$ cat src/rtl/alu_pkg.sv
// Shared constants and types for the round-robin ALU scheduler and its ALU.
package alu_pkg;

  localparam int unsigned DATA_W = 32;
  localparam int unsigned OPC_W  = 3;

  typedef enum logic [OPC_W-1:0] {
    OP_ADD = 3'b000,
    OP_SUB = 3'b001,
    OP_AND = 3'b010,
    OP_OR  = 3'b011,
    OP_XOR = 3'b100
  } alu_op_e;

  typedef enum logic [1:0] {
    IDLE    = 2'd0,
    ISSUE   = 2'd1,
    CAPTURE = 2'd2,
    RESP    = 2'd3
  } sched_state_e;

  function automatic logic is_legal_op(input logic [OPC_W-1:0] op);
    return (op <= OP_XOR);
  endfunction

endpackage

$ cat src/rtl/alu_rr_scheduler_arbiter.sv
// Combinational round-robin arbiter: first valid requester after ptr_i, with wrap.
module rr_arbiter #(
  parameter int unsigned NUM_REQ = 4,
  parameter int unsigned GRANT_W = 2
) (
  input  logic [NUM_REQ-1:0] req_valid_i,
  input  logic [GRANT_W-1:0] ptr_i,
  output logic [NUM_REQ-1:0] grant_o,
  output logic [GRANT_W-1:0] grant_idx_o,
  output logic               any_o
);

  logic [GRANT_W-1:0] cand;

  always_comb begin
    grant_o     = '0;
    grant_idx_o = '0;
    any_o       = 1'b0;
    cand        = '0;
    // Search starts one past the last winner so that winner has lowest priority.
    for (int unsigned off = 1; off <= NUM_REQ; off++) begin
      cand = GRANT_W'((32'(ptr_i) + off) % NUM_REQ);
      if (!any_o && req_valid_i[cand]) begin
        grant_o[cand] = 1'b1;
        grant_idx_o   = cand;
        any_o         = 1'b1;
      end
    end
  end

endmodule

$ cat src/rtl/alu_rr_scheduler.sv
// Shares one registered ALU among NUM_REQ requesters with round-robin arbitration.
module alu_rr_scheduler
  import alu_pkg::*;
#(
  parameter int unsigned NUM_REQ = 4,
  parameter int unsigned DATA_W  = alu_pkg::DATA_W,
  parameter int unsigned OPC_W   = alu_pkg::OPC_W
) (
  input  logic                       clk,
  input  logic                       rst_n,
  input  logic [NUM_REQ-1:0]         req_valid,
  output logic [NUM_REQ-1:0]         req_ready,
  input  logic [NUM_REQ*DATA_W-1:0]  req_a,
  input  logic [NUM_REQ*DATA_W-1:0]  req_b,
  input  logic [NUM_REQ*OPC_W-1:0]   req_opcode,
  output logic [NUM_REQ-1:0]         rsp_valid,
  input  logic [NUM_REQ-1:0]         rsp_ready,
  output logic [DATA_W-1:0]          rsp_result,
  output logic                       rsp_error,
  output logic [DATA_W-1:0]          alu_a,
  output logic [DATA_W-1:0]          alu_b,
  output logic [OPC_W-1:0]           alu_opcode,
  input  logic [DATA_W-1:0]          alu_result,
  input  logic                       alu_error
);

  localparam int unsigned GRANT_W = (NUM_REQ > 1) ? $clog2(NUM_REQ) : 1;

  sched_state_e       state_q;
  logic [GRANT_W-1:0] ptr_q;
  logic [GRANT_W-1:0] grant_q;
  logic [NUM_REQ-1:0] grant_oh_q;
  logic [DATA_W-1:0]  alu_a_q;
  logic [DATA_W-1:0]  alu_b_q;
  logic [OPC_W-1:0]   alu_op_q;
  logic [NUM_REQ-1:0] rsp_valid_q;
  logic [DATA_W-1:0]  rsp_result_q;
  logic               rsp_error_q;

  logic [NUM_REQ-1:0] arb_grant;
  logic [GRANT_W-1:0] arb_idx;
  logic               arb_any;
  logic               rsp_hs;

  logic [DATA_W-1:0]  a_arr  [NUM_REQ];
  logic [DATA_W-1:0]  b_arr  [NUM_REQ];
  logic [OPC_W-1:0]   op_arr [NUM_REQ];

  for (genvar g = 0; g < NUM_REQ; g++) begin : g_unpack
    assign a_arr[g]  = req_a[g*DATA_W +: DATA_W];
    assign b_arr[g]  = req_b[g*DATA_W +: DATA_W];
    assign op_arr[g] = req_opcode[g*OPC_W +: OPC_W];
  end

  rr_arbiter #(
    .NUM_REQ (NUM_REQ),
    .GRANT_W (GRANT_W)
  ) u_arb (
    .req_valid_i (req_valid),
    .ptr_i       (ptr_q),
    .grant_o     (arb_grant),
    .grant_idx_o (arb_idx),
    .any_o       (arb_any)
  );

  always_comb begin
    req_ready = '0;
    if (state_q == IDLE) begin
      req_ready = arb_grant;
    end
  end

  // Only the granted requester's rsp_ready can complete the response.
  assign rsp_hs = |(rsp_valid_q & rsp_ready);

  always_ff @(posedge clk) begin
    if (!rst_n) begin
      state_q      <= IDLE;
      ptr_q        <= GRANT_W'(NUM_REQ - 1);
      grant_q      <= '0;
      grant_oh_q   <= '0;
      alu_a_q      <= '0;
      alu_b_q      <= '0;
      alu_op_q     <= '0;
      rsp_valid_q  <= '0;
      rsp_result_q <= '0;
      rsp_error_q  <= 1'b0;
    end else begin
      case (state_q)
        IDLE: begin
          if (arb_any) begin
            alu_a_q    <= a_arr[arb_idx];
            alu_b_q    <= b_arr[arb_idx];
            alu_op_q   <= op_arr[arb_idx];
            grant_q    <= arb_idx;
            grant_oh_q <= arb_grant;
            state_q    <= ISSUE;
          end
        end
        ISSUE: begin
          state_q <= CAPTURE;
        end
        CAPTURE: begin
          rsp_result_q <= alu_result;
          rsp_error_q  <= alu_error;
          rsp_valid_q  <= grant_oh_q;
          state_q      <= RESP;
        end
        RESP: begin
          if (rsp_hs) begin
            ptr_q       <= grant_q;
            rsp_valid_q <= '0;
            state_q     <= IDLE;
          end
        end
        default: begin
          state_q <= IDLE;
        end
      endcase
    end
  end

  assign rsp_valid  = rsp_valid_q;
  assign rsp_result = rsp_result_q;
  assign rsp_error  = rsp_error_q;
  assign alu_a      = alu_a_q;
  assign alu_b      = alu_b_q;
  assign alu_opcode = alu_op_q;

endmodule

$ cat config.mk
export PLATFORM = sky130hd
export DESIGN_NAME = alu_rr_scheduler
export DESIGN_NICKNAME = d
export VERILOG_FILES = /design/src/rtl/alu_pkg.sv /design/src/rtl/alu_rr_scheduler_arbiter.sv /design/src/rtl/alu_rr_scheduler.sv
export SDC_FILE = /design/constraint.sdc
export NUM_CORES = 1
export LEC_CHECK = 0
export ABC_AREA = 1
export CORE_AREA = 4 4 161 163
export DETAILED_ROUTE_END_ITERATION = 16
export DIE_AREA = 0 0 165 167
export HOLD_SLACK_MARGIN = 0.03
export PLACE_DENSITY = 0.79
export SLEW_MARGIN = 20
export SYNTH_ARGS = -nofsm -noshare
export SYNTH_HDL_FRONTEND = slang
export SYNTH_SLANG_ARGS = --single-unit
$ cat constraint.sdc
create_clock -name clk -period 3.9 [get_ports clk]
set_input_delay 0.585 -clock clk [delete_from_list [all_inputs] [get_ports clk]]
set_output_delay 0.585 -clock clk [all_outputs]
set_load 0.01 [all_outputs]
# Yosys cells after proc, flatten, opt, wreduce, memory -nomap -nowiden
# Index checks and enable logic that the tools add are counted.
# op_classes
addsub,4
order_cmp,9
reduce_logical,17
n_bitwise,5
n_eq_ne,5
n_mux,43
# op_table
cell,count
32-bit binary-select mux with 2-bit select,2
32-bit 2-to-1 mux,4
4-bit 2-to-1 mux,6
2-bit by 3-bit < comparator with 1-bit output (second input constant),4
1-bit 2-to-1 mux,12
2-bit 2-to-1 mux,6
4-bit OR,3
1-bit binary-select mux with 2-bit select,4
1-bit demux with 2-bit select,4
2-bit by 1-bit >= comparator with 1-bit output (second input constant),4
2-bit case mux with 4 select lines,1
4-bit case mux with 2 select lines,1
2-bit AND reduction,4
1-bit logical AND,7
3-bit binary-select mux with 2-bit select,1
3-bit 2-to-1 mux,2
2-bit by 1-bit adder with 2-bit output (second input constant),2
2-bit adder (second input constant),2
4-bit AND,1
2-bit equality test (second input constant),2
2-bit != test (second input constant),2
4-bit OR reduction,1
3-bit >= comparator (second input constant),1
1-bit zero test,3
4 further kinds,4
# totals
output_inout_bits,108
word_cells,93
regBits,114
in_bits,311

# Depth between registers and ports, before layout
# Gate-level depths: netlist of the first run.
# logic_depth
word_depth,17
mapped_depth,18
depth_no_buf,15

# Hierarchy
# Synthesis of the first run repeated with hierarchy kept, for this count alone.
# unflattened
cells_unflattened,1118
area_unflattened_um2,6982.9
# by_module_without_submodules
module,seq_area_each_um2,area_each_um2,instances,cells_each
alu_rr_scheduler,2282.2,6447.4,1,1037
rr_arbiter,0.0,535.5,1,81

# Worst setup path before layout of the first run
# No wires, ideal clock.
# synth_timing
path_kind,register -> output
startpoint,register ptr_q[0]
endpoint,output port req_ready[1]
t_required_ps,3315
setup_slack_ps,1518
t_arrival_ps,1797
stages_incl_launch_ff,14
path_buffers,1
path_cell_list,dfxtp_1 buf_6 inv_6 ha_1 inv_1 nand2_2 nand2_4 nor2_1 inv_1 o21ai_0 nor2_1 o21ai_0 nand2_1 inv_1
# synth_between
elab_chain_len,14
elab_cells_between_ends,49
classes_between,4 x add/sub; 8 x order compare; 24 x mux; 3 x bitwise; 10 x reduce/logical
# synth_rtl
item,line_no,text
start: declaration,alu_rr_scheduler.sv:30,logic [GRANT_W-1:0] ptr_q;
start signal: assignment,alu_rr_scheduler.sv:79,ptr_q <= GRANT_W'(NUM_REQ - 1);
start signal: assignment,alu_rr_scheduler.sv:111,ptr_q <= grant_q;
branches (longest 12 deep; another with 2-bit by 3-bit < comparator with 1-bit output),-,
4-bit 2-to-1 mux *,alu_rr_scheduler_arbiter.sv:23,if (!any_o && req_valid_i[cand]) begin
4-bit 2-to-1 mux *,alu_rr_scheduler.sv:68,if (state_q == IDLE) begin
end: declaration,alu_rr_scheduler.sv:12,"output logic [NUM_REQ-1:0] req_ready,"
# Mark *: on every way between the ends. The select of a mux whose other input is x is not followed.

# Final worst setup path of the first run
# layout_timing
startpoint,register ptr_q[1]
endpoint,output port req_ready[2]
# The elaborated chain is that of the path after synthesis.

==> results of run 1 <==
## cells in the mapped netlist, types with 2 or more instances
library cell,number
nand2_2,6
buf_1,3
nand2_4,3
buf_6,7
nor3b_1,30
ha_1,11
o21ai_0,45
dfxtp_1,114
a22oi_1,2
nor2_1,273
nand3_1,227
inv_1,240
nand2_1,272
o211ai_1,2
o21ai_1,2
buf_4,21
clkbuf_1,17
inv_4,2
a21oi_1,12
a22o_1,2
buf_2,33
nand3_2,2
## registers in the layout, indices dropped and copies added, names as in the netlist
name and cells:
alu_b 32, alu_a 32, grant_oh_q 4, alu_opcode 3
ptr_q 2, rsp_valid 4, rsp_result 32, grant_q 2
state_q 2, rsp_error 1
## worst max-delay path: stages, from the launching register on
cell             delay [ns]
dfxtp_2                0.43
inv_1                  0.19
ha_1                   0.43
inv_1                  0.11
nand2_2                0.11
nand2_4                0.08
inv_4                  0.08
nand3_4                0.08
inv_2                  0.09
nand2_1                0.10
nor2_1                 0.10
o21ai_0                0.13
inv_1                  0.09
clkdlybuf4s50_1        0.56
## worst max-delay path by stage
stage	start	end	slack [ns]	cells past startpoint
after floorplan	ptr_q[0]	req_ready[1]	1.52	13
after global placement	req_valid[1]	req_ready[1]	0.64	12
after detailed placement	req_valid[3]	req_ready[2]	0.62	13
after CTS	ptr_q[0]	req_ready[1]	0.16	13
after global routing	ptr_q[1]	req_ready[3]	0.09	13
final	ptr_q[1]	req_ready[2]	0.31	13
## routing by layer
layer  routed length, um  vias to the layer above  GRT usage, %
li1                    -                     4797             -
met1               11700                     4237          22.4
met2               14900                      365          36.8
met3                2970                       57          6.55
met4                 997                        0          9.11
met5                   0                        -             0
## cell type report
type / instances / area [um2] / share of cell area [%]
inverter: 244 / 926 / 7.36
antenna: 1 / 2.50 / 0.0199
clock inverter: 15 / 159 / 1.26
timing repair buffer: 434 / 4330 / 34.4
clock buffer: 17 / 425 / 3.38
multi-input combinational: 895 / 4050 / 32.2
sequential: 114 / 2280 / 18.2
tap: 324 / 405 / 3.22
## what timing repair did
action	4_1_cts	5_1_grt
resized for setup	0	2
setup buffers	0	0
setup endpoints to repair	0	4
## stage by stage
step           hold WS, ns  power [uW]  setup slack (ns)  cells  util [%]
2_1_floorplan        0.441        3510              1.52   1334         -
3_3_place_gp         0.459        5000             0.640   2011      49.3
3_5_place_dp         0.458        5060             0.617   2011      49.3
4_1_cts              0.469        6690             0.161   2043      51.7
5_1_grt              0.508        7110            0.0850   2044      51.7
6_report             0.469        6610             0.306   2044      51.7
## power groups by stage
stage               Sequential, uW  Combinational, uW  Clock [uW]
floorplan                     2050               1460           0
global placement              1860               3140           0
detailed placement            1880               3180           0
CTS                           1860               3200        1630
global route                  1910               3520        1680
finish                        1860               3170        1580
## cell families after synthesis
logic type                 after synthesis
adders and majority gates               11
and+or+nand+nor                        816
AOI/OAI and AO/OA                       68
buffers and inverters                  325
DFF                                    114
## cells in the final DEF (no fill, tap or decap), drive strengths merged, types with 2 or more instances in the layout
master and n:
a22oi 2, clkdlybuf4s50 418, dfxtp 114, a21oi 13, ha 11, a22o 2, o211ai 2, nor2 273
nand2 281, clkbuf 17, nor3b 30, clkinvlp 3, buf 16, nand3 230, clkinv 8, bufinv 2
inv 246, o21ai 48
==> reports/qor.txt, run 1 <==
Vias post-DR = 9456
CP Launch Type = flop
Starting Density = 31.8%
Antenna violations before repair = 1
Wire length per cell = 14.9 um
Max Transition Viols Final = 0
Switching share of power = 38.2%
Global-route wire length before repair = 46.2 mm
Num rows = 57
Pint = 4080 uW
Period minus WS final = 3.59 ns
Final Hold Fails = 0
I/O Buffers = 418
Endpoints failing setup = 0
Hold buffers post-CTS = 0
DR iter-0 viols = 525
Reg2Reg Capture Point = alu_b[18]
Sum Neg Setup Slack = 0 ns
Die area = 27600 um2
Synth Flop Type = dfxtp_1
Synth Net Count = 1656
Vias in the first global route = 9135
Worst-Margin Slew = 0.993 ns
Max-slew headroom = 33.8%
Reg2reg start = ptr_q[1]
Vias per cell = 4.63
Chip width = 165 um
Worst R2R Path Depth = 14
Final net count = 2028
CP Data Required Time = 3.31 ns
Post-route cell area = 12600 um2
DRT Wirelength = 30.6 mm
Clk slew on worst S/H paths = 0.07 ns
Average cell area after synthesis = 5.79 um2
Pin count of the biggest net entering global routing = 76
Core area = 24300 um2
Clock sink total = 114
Post-synth ARST share = 0%
Post-synthesis compound-gate area fraction = 4.86%
Layout cells sized above 1 = 4.07%
ANT nets after route = 0
Clk Latency, worst-skew pair = 0.42 ns
EDFF count, synth = 0
IO Count = 419
Net load switching power = 2530 uW
Total global-route track usage = 20.8%
Post-synth top area share = 29.5%
Mapped Area = 7720 um2
Synth Register Bits = 114
Synthesized instance count = 1334
Syn-to-layout area delta = 62.9%
Cell accounting for the most synthesized area = dfxtp_1
Area contributors post-synth = dfxtp_1, nand3_1, nor2_1
Endpoint, Worst Hold = ptr_q[1]
Crit path DAT = 3.01 ns
Sequential power share = 28.1%
GPL Wtd Cong = 0.875
Worst hold stages = 2
Clk_skew = 0.0177 ns
Hold Startpoint = grant_q[1]
Final Cycle Share = 92.1%
Post-synthesis mux area share = 0%
Critical path type = reg2out
Run status = finished clean
Max cap viols = 0
Root buf cell = clkbuf_16
Clk pwr share = 23.9%
CTS buffer count = 17
Pwr Density = 526 nW/um2
1st-pass router iterations = 5
Max Freq = 0.278 GHz
Total grt overflow = 0
Largest buffer count on any clock path = 2
Seq/Total Area, Yosys = 29.5%
Simple-gate portion of the synthesized area = 45.7%
Post-Synth XOR/XNOR Area = 0%
Dpl cell area = 12000 um2
Setup slack, reg-to-reg = 0.82 ns
Die H = 167 um
Ys Warns = 0
FILL cells = 2352
DRC Markers = 0
Leakage power = 0.00618 uW
Worst setup EP type = primary output
Peak fanout along the critical path = 8
Worst Hold Class = reg2reg
CTS tree = built
Worst VDD drop = 0.278 mV
RSZ-0062 raised after global routing = no
Logic pwr share = 48.0%
Fraction of the mapped netlist area in adder cells = 1.78%
H-tree levels = 4
DP HPWL = 22.8 mm
Main combinational cell family by area after synthesis = simple AND/OR/NAND/NOR gates
Unique masters post-synth = 30
(Power assumes the default switching activity.)
==> run 2: changes to the inputs <==
- CORE_AREA: 4 4 161 163 -> 2 2 164 166
- DIE_AREA: 0 0 165 167 -> 0 0 166 168
- PLACE_DENSITY: 0.79 -> 0.76
==> reports/qor.txt, run 2 (same netlist as run 1, synthesis figures left out) <==
Worst R2R Path Depth = 14 (unchanged)
RSZ-0062 raised after global routing = no
Final net count = 2028 (unchanged)
Chip width = 166 um (+0.61%)
Vias post-DR = 9502 (+0.49%)
WP buf/inv = 5 (-1)
CTS buffer count = 17 (unchanged)
Crit path DAT = 2.98 ns (-0.03 ns)
ANT nets after route = 0 (unchanged)
DRC Markers = 0 (unchanged)
Endpoint, Worst Hold = grant_oh_q[3]
WHS = 0.470 ns (+0.000693 ns)
Core area = 26400 um2 (+8.4%)
Worst VDD drop = 0.311 mV (+12%)
Layout cells sized above 1 = 4.07% (unchanged)
Hold buffers post-CTS = 0 (unchanged)
Vias in the first global route = 9158 (+0.25%)
Critical path type = reg2out
Clk slew on worst S/H paths = 0.06 ns (about the same)
Leakage power = 0.00618 uW (about the same)
H-tree levels = 4 (unchanged)
Final Cycle Share = 91.4% (-0.70 points)
DP HPWL = 21.4 mm (-6.2%)
Max Freq = 0.280 GHz (+0.76%)
Clk_skew = 0.0135 ns (-0.00421 ns)
Layout Cells excl Fill = 2061 (+0.83%)
Largest buffer count on any clock path = 2 (unchanged)
Max cap viols = 0 (unchanged)
Commonest non-fill, non-tap cells in the layout = clkdlybuf4s50_1, nand2_1, nor2_1, inv_1, nand3_1
Slowest cell on crit path = clkdlybuf4s50_1
Starting Density = 29.3% (-2.4 points)
Crit-path most repeated cell = inv_1
DRT Wirelength = 28.9 mm (-5.3%)
Pin count of the biggest net entering global routing = 75 (-1.3%)
Reg2reg start = ptr_q[0]
Run status = finished clean
Endpoints failing setup = 0 (unchanged)
Commonest non-fill, non-tap cell in the layout = clkdlybuf4s50_1
Num rows = 60 (+5.3%)
Antenna violations before repair = 1 (unchanged)
CP cell instances = inv_6 -> ha_1 -> inv_1 -> nand2_2 -> nand2_4 -> nor2_1 -> inv_1 -> o21ai_0 -> nor2_1 -> o21ai_0 -> nand2_1 -> inv_1 -> clkdlybuf4s50_1
Max Transition Viols Final = 0 (unchanged)
CP Data Required Time = 3.31 ns (about the same)
Worst-Margin Slew = 0.985 ns (-0.00804 ns)
Global-route wire length before repair = 45.7 mm (-1.0%)
Root buf cell = clkbuf_16
Max-slew headroom = 34.3% (+0.54 points)
1st-pass router iterations = 5 (unchanged)
Pwr Density = 524 nW/um2 (-0.32%)
Total grt overflow = 0 (unchanged)
Reg2Reg Capture Point = alu_b[7]
I/O Buffers = 418 (unchanged)
Clk Latency, worst-skew pair = 0.41 ns (about the same)
Final Hold Fails = 0 (unchanged)
Vias per cell = 4.61 (-0.34%)
Total global-route track usage = 20.0% (-0.77 points)
Hold Startpoint = grant_oh_q[3]
Peak fanout along the critical path = 13 (+5)
Setup slack, reg-to-reg = 0.89 ns (+0.07 ns)
Syn-to-layout area delta = 63.2%
Placed cells = 2028 (+0.85%)
GPL Wtd Cong = 0.887 (+1.4%)
IO Count = 419 (unchanged)
Period minus WS final = 3.57 ns (-0.0273 ns)
Worst Hold Class = reg2reg
FILL cells = 2616 (+11%)
Worst setup EP type = primary output
Crit path max-delay family = buffers and inverters
Die area = 27900 um2 (+1.2%)
CTS tree = built
DR iter-0 viols = 613 (+17%)
Wire length per cell = 14.0 um (-6.0%)
Die H = 168 um (+0.60%)
Delay of the slowest cell on the worst path = 0.55 ns (about the same)
CP Launch Type = flop
Sum Neg Setup Slack = 0 ns (unchanged)
Worst hold stages = 2 (unchanged)
Clock sink total = 114 (unchanged)
-- run 2: cell count changes in the layout (fill, tap and decap cells not counted) --
cell / previous run / this run
inv_8: 0 / 2
bufinv_16: 2 / 1
buf_4: 14 / 13
clkinv_2: 3 / 1
buf_12: 2 / 3
clkinv_4: 5 / 1
clkinvlp_4: 3 / 4
inv_6: 3 / 7
-- run 2: worst reg2reg max path, stage by stage (launching register included) --
cell	delay (ns)
dfxtp_2	0.51
inv_6	0.10
ha_1	0.38
inv_1	0.10
nand3_1	0.09
nand2_1	0.11
o21ai_0	0.21
nand2_1	0.09
nand2_2	0.10
buf_4	0.59
nand3_1	0.22
nand3_1	0.18
nand3_1	0.10
nand2_1	0.08
inv_1	0.04
-- run 2: final cells by class --
type                       count  area (um2)  share of cell area, %
inverter                     244         926                   7.34
multi-input combinational    895        4050                   32.1
tap                          341         427                   3.38
timing repair buffer         434        4340                   34.4
clock inverter                15         149                   1.18
antenna                        1        2.50                 0.0199
sequential                   114        2280                   18.1
clock buffer                  17         425                   3.37
-- run 2: stage by stage --
| step | instance area (um2) | utilization, % | total power, uW | setup WS, ns |
|---|---|---|---|---|
| global route | 12600 | 47.8 | 7080 | 0.0493 |
| finish | 12600 | 47.8 | 6600 | 0.334 |
| global placement | 12000 | 45.6 | 5020 | 0.602 |
| detailed placement | 12000 | 45.6 | 5070 | 0.528 |
| CTS | 12600 | 47.8 | 6670 | 0.145 |
| floorplan | 7720 | - | 3510 | 1.52 |
-- run 2: per-layer routing --
metal / track usage, % / up-vias / share of wire [%]
met5: 0 / - / 0
met2: 33.9 / 398 / 48
met1: 23.5 / 4260 / 41
met3: 5.78 / 58 / 8.5
met4: 8.77 / 0 / 3.0
li1: - / 4786 / -
-- run 2: how the worst max path moves through the flow --
| stage | start | end | cells past startpoint |
|---|---|---|---|
| finish | ptr_q[0] | req_ready[3] | 13 |
| global placement | req_valid[2] | req_ready[2] | 13 |
| global route | ptr_q[0] | req_ready[3] | 13 |
| floorplan | ptr_q[0] | req_ready[1] | 13 |
| CTS | ptr_q[0] | req_ready[3] | 13 |
| detailed placement | req_valid[2] | req_ready[2] | 13 |
-- run 2: what timing repair did --
action / CTS / global route
endpoints found under the hold margin: 0 / 0
gates resized for setup: 0 / 2
setup buffers: 0 / 0
endpoints found under the setup margin: 0 / 4
-- run 2: report_power, final --
| part | switching, uW | internal [uW] | total, uW |
|---|---|---|---|
| Clock | 664 | 897 | 1560 |
| Combinational | 1640 | 1540 | 3180 |
| Sequential | 243 | 1620 | 1860 |
| Total | 2550 | 4050 | 6600 |
